### config.mk
export PLATFORM = sky130hd
export DESIGN_NAME = pwm_led_ctrl
export DESIGN_NICKNAME = d
export VERILOG_FILES = /design/src/rtl/pwm_pkg.sv /design/src/rtl/pwm_channel.sv /design/src/rtl/pwm_led_ctrl.sv
export SDC_FILE = /design/constraint.sdc
export NUM_CORES = 1
export LEC_CHECK = 0
export BUFFER_PORTS_ARGS = -buffer_cell sky130_fd_sc_hd__buf_4
export CAP_MARGIN = 40
export CORE_ASPECT_RATIO = 1.1
export CORE_UTILIZATION = 53
export DETAILED_ROUTE_END_ITERATION = 12
export PLACE_DENSITY = 0.76
export SLEW_MARGIN = 15
export SYNTH_ARGS = -nofsm -noshare
export SYNTH_HDL_FRONTEND = slang
export SYNTH_HIERARCHICAL = 1
export SYNTH_SLANG_ARGS = --single-unit
### constraint.sdc
create_clock -name clk -period 2.5 [get_ports clk]
set_input_delay 0.125 -clock clk [delete_from_list [all_inputs] [get_ports clk]]
set_output_delay 0.125 -clock clk [all_outputs]
set_load 0.01 [all_outputs]
### src/rtl/pwm_pkg.sv
// pwm_pkg: register map and CTRL field positions shared by the PWM LED controller
package pwm_pkg;
  localparam logic [3:0] ADDR_CTRL      = 4'd0;
  localparam logic [3:0] ADDR_PRESC     = 4'd1;
  localparam logic [3:0] ADDR_DUTY_BASE = 4'd2;
  localparam int CTRL_EN_BIT   = 0;
  localparam int CTRL_FADE_LSB = 8;
  function automatic logic [3:0] duty_addr(input int ch);
    return ADDR_DUTY_BASE + 4'(ch);
  endfunction
endpackage

### src/rtl/pwm_channel.sv
// pwm_channel: one PWM compare with shadow/active duty and up/down triangle fade
module pwm_channel #(
  parameter int CNT_WIDTH  = 8,
  parameter int ACTIVE_LOW = 1
) (
  input  logic                 clk,
  input  logic                 rst_n,
  input  logic                 en,
  input  logic                 wrap,
  input  logic                 fade,
  input  logic [CNT_WIDTH-1:0] cnt,
  input  logic                 shadow_we,
  input  logic [CNT_WIDTH-1:0] shadow_wd,
  output logic [CNT_WIDTH-1:0] shadow,
  output logic                 pwm
);
  localparam logic IDLE_LVL = 1'(ACTIVE_LOW);
  logic [CNT_WIDTH-1:0] duty;
  logic                 down;
  logic                 step_down;
  // direction after this step: reversing at an end also makes duty move back inward
  always_comb step_down = down ? (duty != '0) : (duty == '1);
  always_ff @(posedge clk or negedge rst_n) begin
    if (!rst_n) begin
      shadow <= '0;
      duty   <= '0;
      down   <= 1'b0;
      pwm    <= IDLE_LVL;
    end else begin
      if (shadow_we) shadow <= shadow_wd;
      if (!en) duty <= shadow;
      else if (wrap) duty <= fade ? (step_down ? duty - 1'b1 : duty + 1'b1) : shadow;
      if (!fade) down <= 1'b0;
      else if (wrap) down <= step_down;
      pwm <= en ? ((cnt < duty) ^ IDLE_LVL) : IDLE_LVL;
    end
  end
endmodule

### src/rtl/pwm_led_ctrl.sv
// pwm_led_ctrl: multi-channel LED PWM with prescaler, shadowed duty registers and fading
module pwm_led_ctrl
  import pwm_pkg::*;
#(
  parameter int NUM_CH      = 3,
  parameter int CNT_WIDTH   = 8,
  parameter int PRESC_WIDTH = 16,
  parameter int ACTIVE_LOW  = 1
) (
  input  logic              clk,
  input  logic              rst_n,
  input  logic              wr_en,
  input  logic [3:0]        wr_addr,
  input  logic [31:0]       wr_data,
  input  logic [3:0]        rd_addr,
  output logic [31:0]       rd_data,
  output logic [NUM_CH-1:0] pwm_out,
  output logic              period_tick
);
  localparam logic [CNT_WIDTH-1:0] CNT_LAST = {{(CNT_WIDTH-1){1'b1}}, 1'b0};
  logic                   en;
  logic [NUM_CH-1:0]      fade;
  logic [PRESC_WIDTH-1:0] presc;
  logic [PRESC_WIDTH-1:0] pcnt;
  logic [CNT_WIDTH-1:0]   cnt;
  logic                   tick;
  logic                   wrap;
  logic [31:0]            rd_next;
  logic [CNT_WIDTH-1:0]   shadow [NUM_CH];
  logic                   unused_wr;
  assign unused_wr   = ^wr_data;
  assign tick        = en && (pcnt == presc);
  assign wrap        = tick && (cnt == CNT_LAST);
  assign period_tick = wrap;
  always_ff @(posedge clk or negedge rst_n) begin
    if (!rst_n) begin
      en    <= 1'b0;
      fade  <= '0;
      presc <= '0;
    end else if (wr_en) begin
      if (wr_addr == ADDR_CTRL) begin
        en   <= wr_data[CTRL_EN_BIT];
        fade <= wr_data[CTRL_FADE_LSB +: NUM_CH];
      end
      if (wr_addr == ADDR_PRESC) presc <= wr_data[PRESC_WIDTH-1:0];
    end
  end
  // a prescaler already past a newly written compare value rolls over naturally
  always_ff @(posedge clk or negedge rst_n) begin
    if (!rst_n) begin
      pcnt <= '0;
      cnt  <= '0;
    end else if (!en) begin
      pcnt <= '0;
      cnt  <= '0;
    end else begin
      pcnt <= tick ? '0 : pcnt + 1'b1;
      if (tick) cnt <= wrap ? '0 : cnt + 1'b1;
    end
  end
  always_comb begin
    rd_next = '0;
    if (rd_addr == ADDR_CTRL) begin
      rd_next[CTRL_EN_BIT]             = en;
      rd_next[CTRL_FADE_LSB +: NUM_CH] = fade;
    end
    if (rd_addr == ADDR_PRESC) rd_next[PRESC_WIDTH-1:0] = presc;
    for (int i = 0; i < NUM_CH; i++)
      if (rd_addr == duty_addr(i)) rd_next[CNT_WIDTH-1:0] = shadow[i];
  end
  always_ff @(posedge clk or negedge rst_n) begin
    if (!rst_n) rd_data <= '0;
    else rd_data <= rd_next;
  end
  for (genvar g = 0; g < NUM_CH; g++) begin : g_ch
    pwm_channel #(
      .CNT_WIDTH (CNT_WIDTH),
      .ACTIVE_LOW(ACTIVE_LOW)
    ) u_ch (
      .clk      (clk),
      .rst_n    (rst_n),
      .en       (en),
      .wrap     (wrap),
      .fade     (fade[g]),
      .cnt      (cnt),
      .shadow_we(wr_en && (wr_addr == duty_addr(g))),
      .shadow_wd(wr_data[CNT_WIDTH-1:0]),
      .shadow   (shadow[g]),
      .pwm      (pwm_out[g])
    );
  end
endmodule

==> flow_summary.ini, run 1 <==
[timing]
grt_setup_unrepaired = true
finalCritPeriodShare_pct = 100
worst_pin_slew_ns = 0.687
fin_tns_setup_ns = -0.000671
fmax_mhz = 400
fin_ws_ns = -0.000671
period_needed_ns = 2.50
setup_viol = 1
skew_ns = 0.0105
finalHoldViolCount = 0
slew_headroom_pct = 54.2
maxSlewViolCount = 0

[synthesis]
synth_top_area_share_pct = 40.7
syn-cell-area_um2 = 6820
seq_area_frac_synth_pct = 41.9
yosys.area_share.simple_pct = 13.2
yosysTopAreaCell = dfrtp_1
synth_top_family_by_area = compound AO/OA/AOI/OAI gates
syn_area_per_cell_um2 = 10.6
synth_edf_count = 0
ys.flop_type = dfrtp_1
synth_compound_area_share_pct = 14.5
synth_warnings = 6
yosys_register_bits = 114
synth_area_leaders = dfrtp_1 41%, mux2_2 8.4%, ha_1 8.3%
postSynthCellCount = 646
synth-adder-area-share_pct = 9.14
async_reset_ff_share_pct = 100
synth_cell_types = 58
synth.mux.area_fraction_pct = 11.0
synth_xor_area_share_pct = 5.78

[routing]
avgRoutedWirePerCell_um = 19.4
routed_wl_mm = 18.0
first_pass_iters = 7
route.detailed.drc = 0
drt_iter0_markers = 483
ant_nets = 0
vias_per_cell = 5.90
vias = 5468

[power_and_ir_drop]
seqPwrFrac_pct = 37.7
p_comb_share_pct = 30.0
p_int_w = 0.00497
pwr-share-clk_pct = 32.3
p_leak_nw = 3.91
switchingPower_w = 0.00261
ir_drop_mv = 0.771
p_sw_share_pct = 34.5
powerDensity_nw_per_um2 = 887

[cts]
cts_inserted_buffers = 17
clk-insertion-delay-late_ns = 0.43
cts_buffer_depth = 2
cts.clk_slew.worst_paths_ns = 0.06
cts.sinks = 114
cts_max_level = 4
root_buffer = clkbuf_16
tritoncts = done

[status]
outcome = complete, but fails checks
violations = setup timing

[cells_and_area]
layout_common_cells = 92 x dfrtp_1, 89 x buf_4, 51 x mux2_2, 41 x nor2_1, 40 x ha_1
final_nets = 848
fin_cells = 927
register_area_um2 = 2880
multi_input_area_um2 = 3870
area_growth_pct = 25.3
drive_gt1_share_pct = 30.0
fillerInstances = 876
final_area_um2 = 8540
mostFrequentLayoutCell = dfrtp_1
diodes = 0

[placement]
dp.cells = 863
globalplace.congestion = 0.824
dpl.hpwl_mm = 12.0
io_buffers = 46
placed_cell_area_um2 = 7470

[floorplan]
die_h_um = 121
die_x_um = 110
start_util_pct = 54.2
core_um2 = 12600
ios = 79
fp-row-count = 43
die_area_um2 = 13300

[critical_path]
r2r_end = g_ch[2].u_ch/duty[4]
worstReg2RegStart = g_ch[2].u_ch/duty[3]
r2r_cells = 9
r2r_slack_ns = -0.0007
cp.arrival_ns = 2.78
start_kind = flip-flop
cp_max_fo = 4
crit_type = reg -> reg
crit_path_end_kind = flip-flop
cp_data_required_time_ns = 2.78

[global_routing]
grt_pass1_wl_mm = 28.2
use_met1_pct = 35.2
grt_usage_pct = 28.3
grt_max_degree = 54
antenna_found_initial = 0
busiest_layer = met2
use_met3_pct = 5.96
gr-total-overflow = 0
met2_usage_pct = 47.0
first_global_vias = 5607

[min_path]
holdPathStages = 2
min-delay-start = rd_addr[1]
hp-class = in -> reg
worst_hold_path.endpoint = rd_data[9]

[flow_run]
maxCapViolCount = 0
==> power by group through the flow <==
stage / logic, W / registers, W / clock network (W)
2_1_floorplan: 0.00139 / 0.00269 / 0
3_3_place_gp: 0.00189 / 0.00277 / 0
3_5_place_dp: 0.00198 / 0.00280 / 0
4_1_cts: 0.00206 / 0.00280 / 0.00246
5_1_grt: 0.00251 / 0.00291 / 0.00256
6_report: 0.00227 / 0.00286 / 0.00244
==> registers in the layout (all words and copies together), names as in the netlist <==
register,cells
en,1
pcnt,16
g_ch.u_ch/pwm,3
g_ch.u_ch/duty,24
fade,3
g_ch.u_ch/down,3
presc,16
g_ch.u_ch/shadow,24
cnt,8
rd_data,16
==> logic make-up after synthesis <==
logic type | after synthesis
other | 1
AOI/OAI and AO/OA | 150
xor gates and xnor gates | 45
muxes | 67
DFF | 114
buffers and inverters | 61
and+or+nand+nor | 160
adders and majority gates | 48
==> worst max-delay path, cell delays in order (launching register included) <==
cell	delay (ns)
dfrtp_2	0.44
nor4_4	0.37
a21boi_4	0.13
buf_4	0.17
fa_2	0.38
a21o_1	0.18
a21oi_1	0.24
xor2_1	0.18
o21ai_0	0.11
a21boi_1	0.15
==> layer usage <==
layer / vias to the layer above / wire length [µm] / share of wire [%]
li1: 2529 / - / -
met1: 2676 / 7380 / 41
met2: 222 / 9060 / 50
met3: 41 / 1050 / 5.8
met4: 0 / 475 / 2.6
met5: - / 0 / 0
==> stage by stage <==
step	hold slack [ns]	utilization, %	power [W]	worst slack [ns]
floorplan	-0.171	-	0.00408	0.0404
global placement	0.100	59.3	0.00466	0.0228
detailed placement	0.106	59.3	0.00478	-0.00667
CTS	0.0378	65.7	0.00732	0.00709
global route	0.0564	67.9	0.00798	-0.0762
finish	0.0556	67.9	0.00758	-0.000671
==> area by class of cell <==
| class | instances | area share, % |
|---|---|---|
| clock buffer | 22 | 5.55 |
| clock inverter | 10 | 1.46 |
| inverter | 29 | 1.27 |
| multi-input combinational | 486 | 45.3 |
| sequential | 114 | 33.7 |
| tap | 157 | 2.30 |
| timing repair buffer | 109 | 10.4 |
==> Yosys cell counts, drive strengths merged (7+ instances only) <==
master and count:
a22oi 13, buf 23, xnor2 16, clkbuf 9
a21oi 38, inv 29, o21ai 36, nand2 36
o21bai 7, nor4 10, dfrtp 111, nand4 9
mux2 51, ha 45, a21boi 15, xor2 29
and3 12, nor2b 14, nor2 42, nand3 12
mux2i 15, o211ai 8
==> timing repair <==
item,in CTS,in global routing
gates resized for setup,6,42
setup buffers,0,15
endpoints found under the hold margin,73,0
endpoints found under the setup margin,6,16
hold buffers,17,0
pin swaps,0,16
==> worst max-delay path by stage <==
stage	end	slack (ns)	from	cells after the start
6_report	g_ch[2].u_ch/duty[4]	-0.0007	g_ch[2].u_ch/duty[3]	9
5_1_grt	g_ch[2].u_ch/duty[6]	-0.08	g_ch[2].u_ch/duty[4]	10
4_1_cts	g_ch[2].u_ch/duty[6]	0.007	g_ch[2].u_ch/duty[5]	9
3_5_place_dp	g_ch[0].u_ch/duty[6]	-0.007	g_ch[0].u_ch/duty[2]	9
3_3_place_gp	g_ch[2].u_ch/duty[6]	0.02	g_ch[2].u_ch/duty[3]	9
2_1_floorplan	g_ch[1].u_ch/duty[0]	0.04	pcnt[7]	8
No activity file was read; power rests on OpenSTA's default activity.
==> run 2: changes to the inputs <==
ABC_AREA = 1   (was default)
CORE_UTILIZATION = 54   (was 53)
PLACE_DENSITY = 0.77   (was 0.76)
==> flow_summary.ini, run 2 <==
[min_path]
min-delay-start = wr_data[10]
hp-class = in -> reg

[power_and_ir_drop]
total_power_w = 0.00704
p_sw_share_pct = 34.1
pwr-share-clk_pct = 35.4
switchingPower_w = 0.00240
p_leak_nw = 4.48
p_comb_share_pct = 27.0
powerDensity_nw_per_um2 = 816
ir_drop_mv = 0.558
seqPwrFrac_pct = 37.6
p_int_w = 0.00464

[synthesis]
synth_area_leaders = dfrtp_1 39%, nand2_1 12%, ha_1 8.0%
ys.flop_type = dfrtp_1
syn_area_per_cell_um2 = 7.78
synth_cell_types = 36
yosysMostFrequentCell = nand2_1
synth_top_area_share_pct = 39.3
seq_area_frac_synth_pct = 40.4
synth_warnings = 6
yosysTopAreaCell = dfrtp_1
synth_common_cells = 226 x nand2_1, 131 x inv_1, 111 x dfrtp_1
syn-cell-area_um2 = 7070
yosys_register_bits = 114
postSynthCellCount = 909
async_reset_ff_share_pct = 100
synth_edf_count = 0

[cts]
root_buffer = clkbuf_16
tritoncts = done
cts_inserted_buffers = 17
cts_max_level = 4
cts.clk_slew.worst_paths_ns = 0.06
cts.sinks = 114
clk-insertion-delay-late_ns = 0.42
cts_buffer_depth = 2

[critical_path]
cp_max_fo = 8
crit_path_end_kind = flip-flop
crit_type = reg -> reg
worstReg2RegStart = g_ch[2].u_ch/duty[3]
r2r_slack_ns = 0.08
cp_data_required_time_ns = 2.81
worstSetupStartpoint = g_ch[2].u_ch/duty[3]
start_kind = flip-flop
cp.arrival_ns = 2.73

[floorplan]
core_um2 = 12700
fp-row-count = 43
ios = 79
die_h_um = 122
die_x_um = 111
start_util_pct = 55.7
die_area_um2 = 13600

[global_routing]
grt_pass1_wl_mm = 27.0
first_global_vias = 5702
grt_usage_pct = 25.9
antenna_found_initial = 0
grt_max_degree = 54
gr-total-overflow = 0

[status]
outcome = complete, but fails checks
violations = DRC

[routing]
vias = 6241
avgRoutedWirePerCell_um = 14.4
ant_nets = 0
routed_wl_mm = 17.0
vias_per_cell = 5.32
drt_iter0_markers = 452
first_pass_iters = 9
route.detailed.drc = 10

[timing]
worst_pin_slew_ns = 0.685
fin_ws_ns = 0.0761
skew_ns = 0.00976
maxSlewViolCount = 0
period_needed_ns = 2.42
slew_headroom_pct = 54.4
finalCritPeriodShare_pct = 97.0
grt_setup_unrepaired = true
fmax_mhz = 413
setup_viol = 0
finalHoldViolCount = 0

[cells_and_area]
fin_cells = 1174
multi_input_area_um2 = 3680
area_growth_pct = 22.0
drive_gt1_share_pct = 18.2
reg.largest.list = g_ch.u_ch/duty (24), g_ch.u_ch/shadow (24)
register_area_um2 = 2870
fillerInstances = 987
final_nets = 1095
layout_common_cells = 225 x nand2_1, 119 x inv_1, 102 x dfrtp_1, 75 x nor2_1, 75 x buf_4
mostFrequentLayoutCell = nand2_1
diodes = 0

[placement]
dpl.hpwl_mm = 11.9
globalplace.congestion = 0.882
io_buffers = 46
dp.cells = 1110
dp_slack_ns = 0.180

[flow_run]
maxCapViolCount = 0
[run 2: cell types whose count changed in the layout (fill, tap and decap cells not counted), sizes merged, moves of 19 or more]
cell | before | now
o21ai | 36 | 58
inv | 31 | 129
xor2 | 29 | 10
mux2 | 51 | 18
nor2 | 42 | 82
nand2 | 36 | 236
nand3 | 12 | 53
[run 2: kinds of logic after synthesis]
group                    synth area share [%]
adder cells (fa/ha/maj)                  8.82
AO/OA/AOI/OAI                            10.1
flip-flops                               40.4
multiplexers                             3.01
AND/OR/NAND/NOR                          24.4
buffers and inverters                    9.97
other                                  0.0531
XOR/XNOR                                 3.22
[run 2: critical path, cell delays in order (launching register included)]
cell        delay (ns)
dfrtp_2           0.44
inv_2             0.10
nand2_1           0.05
nor2_1            0.10
nand2_1           0.08
nand2_2           0.12
clkinvlp_4        0.22
buf_6             0.18
ha_4              0.22
a21oi_1           0.18
nand2_2           0.12
nand2_1           0.11
nor2_1            0.05
o21bai_1          0.11
nand3_1           0.08
nand2_1           0.07
nand2_1           0.05
[run 2: repair_timing]
action | in CTS | in global routing
resized for setup | 0 | 37
setup endpoints to repair | 0 | 14
setup buffers | 0 | 16
hold endpoints to repair | 87 | 0
hold buffers | 16 | 0
[run 2: power by group through the flow]
stage / sequential, W / clock (W) / combinational, W
after floorplan: 0.00250 / 0 / 0.00128
after global placement: 0.00262 / 0 / 0.00163
after detailed placement: 0.00263 / 0 / 0.00168
after CTS: 0.00260 / 0.00253 / 0.00173
after global routing: 0.00269 / 0.00262 / 0.00216
final: 0.00265 / 0.00249 / 0.00190
[run 2: area by class of cell]
cell class / instances / share of cell area (%)
Multi-Input combinational cell: 646 / 42.7
Sequential cell: 114 / 33.3
Timing Repair Buffer: 94 / 8.88
Tap cell: 157 / 2.28
Clock inverter: 13 / 1.83
Inverter: 131 / 5.83
Clock buffer: 19 / 5.25
[run 2: metal layers]
| metal | vias up | share of wire (%) | track usage [%] | wire length [µm] |
|---|---|---|---|---|
| met5 | - | 0 | 0 | 0 |
| met4 | 0 | 2.5 | 10.9 | 416 |
| met3 | 38 | 4.6 | 6.07 | 777 |
| met2 | 160 | 49 | 43.8 | 8330 |
| met1 | 2947 | 44 | 32.2 | 7440 |
| li1 | 3096 | - | - | - |
[run 2: through the flow]
stage          hold WS (ns)  utilization [%]  setup TNS, ns  cell area, µm²
6_report             0.0222             67.9              0            8620
5_1_grt              0.0244             67.9         -0.490            8620
4_1_cts             0.00402             65.8              0            8360
3_5_place_dp          0.213             59.7              0            7590
3_3_place_gp          0.209             59.7              0            7590
2_1_floorplan        -0.171                -              0            7120
[run 2: final timing paths]
| check | endpoint | depth (start not counted) |
|---|---|---|
| setup / recovery | g_ch[2].u_ch/duty[5] | 16 |
| hold / removal | fade[2] | 3 |
| setup reg to reg | g_ch[2].u_ch/duty[5] | 16 |
| hold reg to reg | presc[9] | 2 |
| max in group asynchronous | g_ch[2].u_ch/duty[3] | 3 |
| min in group asynchronous | cnt[5] | 2 |
